--- config.mk ---
export PLATFORM = sky130hd
export DESIGN_NAME = tetromino_bag_generator
export DESIGN_NICKNAME = d
export VERILOG_FILES = /design/src/rtl/tetris_pkg.sv /design/src/rtl/lfsr_galois.sv /design/src/rtl/tetromino_bag_generator.sv
export SDC_FILE = /design/constraint.sdc
export NUM_CORES = 1
export LEC_CHECK = 0
export ABC_AREA = 1
export CORE_AREA = 2 2 61 86
export CTS_CLUSTER_DIAMETER = 200
export DETAILED_ROUTE_END_ITERATION = 8
export DIE_AREA = 0 0 63 88
export HOLD_SLACK_MARGIN = 0.08
export PLACE_DENSITY_LB_ADDON = 0.2
export SYNTH_ARGS = -nofsm -noshare
export SYNTH_HDL_FRONTEND = slang
export SYNTH_HIERARCHICAL = 1
export SYNTH_SLANG_ARGS = --single-unit
--- constraint.sdc ---
create_clock -name clk_i -period 5.8 [get_ports clk_i]
set_input_delay 1.16 -clock clk_i [delete_from_list [all_inputs] [get_ports clk_i]]
set_output_delay 1.16 -clock clk_i [all_outputs]
set_load 0.02 [all_outputs]
--- src/rtl/tetris_pkg.sv ---
// Shared Tetris definitions: piece IDs and bag constants.
package tetris_pkg;

  typedef enum logic [2:0] {
    I = 3'd0,
    O = 3'd1,
    T = 3'd2,
    S = 3'd3,
    Z = 3'd4,
    J = 3'd5,
    L = 3'd6
  } piece_e;

  localparam int num_pieces_gp = 7;
  localparam logic [num_pieces_gp-1:0] bag_full_gp = 7'h7F;

endpackage

--- src/rtl/lfsr_galois.sv ---
// Free-running right-shift Galois LFSR with synchronous load.
module lfsr_galois #(
  parameter int                 width_p = 16,
  parameter logic [width_p-1:0] mask_p  = 16'hB400,
  parameter logic [width_p-1:0] seed_p  = 1
) (
  input  logic               clk_i,
  input  logic               reset_i,
  input  logic               load_i,
  input  logic [width_p-1:0] load_data_i,
  output logic [width_p-1:0] o
);

  // Advance every cycle; a load overrides the step.
  always_ff @(posedge clk_i) begin
    if (reset_i)     o <= seed_p;
    else if (load_i) o <= load_data_i;
    else             o <= (o >> 1) ^ (o[0] ? mask_p : '0);
  end

endmodule

--- src/rtl/tetromino_bag_generator.sv ---
// Tetromino source: LFSR-driven rejection sampler, optional 7-bag fairness
// mask and a two-entry head/preview queue with a valid/yumi handshake.
module tetromino_bag_generator
  import tetris_pkg::*;
#(
  parameter int                 width_p = 16,
  parameter logic [width_p-1:0] mask_p  = 16'hB400,
  parameter logic [width_p-1:0] seed_p  = 1
) (
  input  logic               clk_i,
  input  logic               reset_i,
  input  logic               seed_v_i,
  input  logic [width_p-1:0] seed_i,
  input  logic               bag_en_i,
  output logic [2:0]         piece_o,
  output logic               v_o,
  input  logic               yumi_i,
  output logic [2:0]         next_o,
  output logic               next_v_o,
  output logic [width_p-1:0] lfsr_o
);

  logic [width_p-1:0]       lfsr;
  logic [width_p-1:0]       load_data;
  logic [2:0]               cand;
  logic [num_pieces_gp-1:0] used, used_eff, used_set, used_next;
  logic                     bag_q;
  logic                     yumi_eff, full, acc;

  // A zero seed would lock the LFSR, so it is promoted to 1.
  assign load_data = (seed_i == '0) ? width_p'(1) : seed_i;

  lfsr_galois #(
    .width_p(width_p),
    .mask_p (mask_p),
    .seed_p (seed_p)
  ) u_lfsr (
    .clk_i      (clk_i),
    .reset_i    (reset_i),
    .load_i     (seed_v_i),
    .load_data_i(load_data),
    .o          (lfsr)
  );

  assign lfsr_o = lfsr;
  assign cand   = lfsr[2:0];

  // Sampler: yumi is masked when nothing is valid or a reseed flushes the queue.
  always_comb begin
    yumi_eff  = yumi_i & v_o & ~seed_v_i;
    full      = v_o & next_v_o;
    used_eff  = (bag_en_i != bag_q) ? '0 : used;
    acc       = (cand != 3'(num_pieces_gp)) && (!full || yumi_eff) && !seed_v_i
                && (!bag_en_i || !used_eff[cand]);
    used_set  = used_eff | ((acc && bag_en_i) ? (7'b1 << cand) : 7'b0);
    used_next = used_set;
    if (!bag_en_i || seed_v_i || used_set == bag_full_gp) used_next = '0;
  end

  // Bag mask and the mode it was built under.
  always_ff @(posedge clk_i) begin
    if (reset_i) begin
      used  <= '0;
      bag_q <= 1'b0;
    end else begin
      used  <= used_next;
      bag_q <= bag_en_i;
    end
  end

  // Two-entry queue: head feeds piece_o, tail feeds the preview.
  always_ff @(posedge clk_i) begin
    if (reset_i) begin
      v_o      <= 1'b0;
      next_v_o <= 1'b0;
      piece_o  <= I;
      next_o   <= I;
    end else if (seed_v_i) begin
      v_o      <= 1'b0;
      next_v_o <= 1'b0;
    end else if (yumi_eff && acc) begin
      if (next_v_o) begin
        piece_o <= next_o;
        next_o  <= cand;
      end else begin
        piece_o <= cand;
      end
    end else if (yumi_eff) begin
      piece_o  <= next_o;
      v_o      <= next_v_o;
      next_v_o <= 1'b0;
    end else if (acc) begin
      if (!v_o) begin
        piece_o <= cand;
        v_o     <= 1'b1;
      end else begin
        next_o   <= cand;
        next_v_o <= 1'b1;
      end
    end
  end

  illegal_yumi: assert property (@(posedge clk_i) disable iff (reset_i)
                                 !(yumi_i && !v_o));

endmodule

==> results.py <==
metrics = {
    "cells_and_area": {
        "nNetsFinal": 333,
        "post-route-util": 0.4900,
        "area_growth_pct": 30.10,
        "post_route_cells_drive_above_1_share": 0.08738,
        "antennaDiodeCount": 0,
        "stdcell_count": 373,
    },
    "clock_tree": {
        "cts_tree": "done",
        "cts_resizes": 0,
        "cts_made_buffers": 5,
        "cts.sink_count": 32,
        "cts_hold_buf": 0,
        "cts-root-buf": "clkbuf_8",
        "post_cts_buffers": 0,
        "clock_latency_ns": 0.29,
        "htree_num_levels": 2,
        "post_cts_clock_slew_at_the_launch_and_capture_registers_of_the_worst_setup_and_hold_paths_ns": 0.07,
        "max-clock-path-buffers": 2,
    },
    "routing": {
        "drt-total-wl_um": 4410,
        "detail_route.first_pass.iterations": 4,
        "drt_drc_violations_left": 0,
        "viasPerCell": 4.775,
        "avgRoutedWirePerCell_um": 11.82,
        "postRouteAntennaNets": 0,
        "dr_total_vias": 1781,
        "dr.first_iter.drc_count": 38,
    },
    "critical_path": {
        "worstSetupPathType": "in -> reg",
        "worst_r2r_path_depth": 12,
        "startpoint_type": "input port",
        "critPathCaptureType": "flip-flop",
        "crit_arrival_ns": 4.00,
        "timing.critical_path.fanout_max": 9,
        "critical_path_required_ns": 5.98,
    },
    "placement": {
        "post-dp-hpwl_um": 3272,
        "port_bufs": 44,
        "pre_cts_ws_ns": 1.725,
        "gpl.final_weighted_congestion": 0.8828,
        "place.detailed.instances": 365,
    },
    "synth": {
        "synth_enable_flop_cells": 0,
        "synthArstFlopShare": 0,
        "synth_fa_ha_area_frac": 0.02787,
        "post_synth_design_cell_area_sq_um": 1795,
        "synth_top_family_by_area": "simple AND/OR/NAND/NOR gates",
        "yosys_warnings": 6,
        "postSynthRegisterBits": 32,
        "synthSimpleGateAreaFrac": 0.3220,
        "mappedNetlistNets": 301,
        "fraction_of_post_synthesis_cell_area_in_the_top_cell_type_by_area": 0.3568,
        "synth.most_common_cell": "nor2_1",
        "synth-xor-area-share": 0,
        "synth_compound_area_frac": 0.1394,
        "synthDistinctLibCells": 27,
        "share_of_synthesized_area_occupied_by_flip_flops_and_latches": 0.3568,
        "synth.mux.area_fraction": 0,
        "number_of_instances_in_the_synthesized_netlist": 276,
        "main_area_contributors_after_synthesis": "dfxtp_1, nor2_1, inv_1, nand2_1, o21ai_0",
        "largest_area_contributor_in_the_synthesized_netlist": "dfxtp_1",
        "syn-mean-instance-area_sq_um": 6.505,
        "synth_commonest_cells": "nor2_1, inv_1, nand2_1",
        "ys.flop_type": "dfxtp_1",
    },
    "timing": {
        "final_hold_viol_count": 0,
        "unrepaired_setup_endpoints_after_global_routing": "false",
        "timing.final.setup_violations": 0,
        "least_setup_slack_across_all_paths_after_layout_ns": 1.988,
        "finalClockSkew_ns": 0.006982,
        "final_min_period_over_clock_period": 0.6573,
        "post-route-min-period_ns": 3.812,
        "fin_tns_setup_ns": 0,
        "worst_pin_slew_ns": 0.7080,
        "final_max_slew_viols": 0,
        "maxClockFrequency_ghz": 0.2623,
        "tightest_slew_margin_relative_to_the_limit": 0.5252,
    },
    "floorplanning": {
        "die_width_um": 63,
        "die_h_um": 88,
        "core-area_sq_um": 4767,
        "number_of_rows_in_the_core_area": 30,
        "design.die.area_sq_um": 5544,
        "pin_count": 45,
        "floorplan.initialDensity": 0.3766,
    },
    "outcome": {
        "status": "completed",
    },
    "grt": {
        "grt_pass1_wl_um": 7293,
        "antenna_found_initial": 0,
        "first_global_vias": 1644,
        "grtUsageTotal": 0.1670,
        "gr-total-overflow": 0,
        "grt_start_max_net_pins": 21,
    },
    "min_path": {
        "worst_hold_path.num_cells": 2,
        "worstHoldPathType": "reg -> reg",
    },
    "run": {
        "max_cap_viol_count": 0,
    },
    "power_and_ir_drop": {
        "total_power_w": 0.0005724,
        "leakage_nw": 1.015,
        "worst_ir_drop_vdd_mv": 0.1565,
        "power_per_cell_area_nw_per_um2": 245.0,
    },
}
-- metal layers --
metal,GRT usage,wire length [um],vias up
li1,-,-,921
met5,0,0,-
met1,0.1748,1832,801
met4,0.08081,102,0
met2,0.3143,2246,50
met3,0.03728,230,9
-- report_power, final --
part / leakage [nW] / internal (W) / switching, W
registers: 0.263 / 0.000231 / 0.0000103
logic: 0.698 / 0.0000489 / 0.0000629
clock network: 0.0541 / 0.000127 / 0.0000918
total: 1.02 / 0.000407 / 0.000165
-- sequential cells by signal, summed over array words and instances, names as in the netlist --
name      flops
u_lfsr/o     16
used          7
next_o        3
piece_o       3
bag_q         1
next_v_o      1
v_o           1
-- area by class of cell --
type / count / area (sq um)
well taps: 64 / 80.08
fillers: 521 / 2431
multi-input cells: 178 / 878.3
inverters: 46 / 177.7
clock buffers: 5 / 68.82
clock inverters: 3 / 42.54
flip-flops and latches: 32 / 640.6
repair buffers: 45 / 447.9
-- worst max-delay path: stages --
cell and delay, ns:
clkdlybuf4s50_1 0.74, inv_6 0.08, nand2_4 0.10, nand3_1 0.09
nand2_1 0.08, nand2_1 0.06, o21ai_2 0.14, nand2_2 0.14
o21ai_4 0.23, inv_2 0.06, ha_1 0.21, a211oi_1 0.63
nand3_1 0.16, nand2_1 0.08, nor2_1 0.03
-- cell usage in the layout, fill, tap and decap left out, drive strengths merged, types with 5 or more instances in the layout --
cell type	count
o21ai	28
dfxtp	32
clkdlybuf4s50	44
nand3	13
nor2	60
clkbuf	5
a21oi	12
nand2	46
nand4	8
inv	46
-- path summary, 6_finish.rpt --
path	startpoint	endpoint	slack, ns
max reg2reg	u_lfsr/o[0]	next_o[2]	3.02
min	u_lfsr/o[4]	u_lfsr/o[3]	0.50
max	bag_en_i	next_o[2]	1.99
min reg2reg	u_lfsr/o[4]	u_lfsr/o[3]	0.50
-- logic make-up after synthesis --
kind of cell               after synthesis
AOI/OAI and AO/OA                       43
buffers and inverters                   66
adders and majority gates                4
and+or+nand+nor                        131
DFF                                     32
-- through the flow --
step	hold slack [ns]	cell area [sq um]
CTS	0.5047	2336
finish	0.4953	2336
floorplan	0.5444	1795
detailed placement	0.4824	2225
global route	0.5291	2336
global placement	0.4770	2225
(Power assumes the default switching activity.)
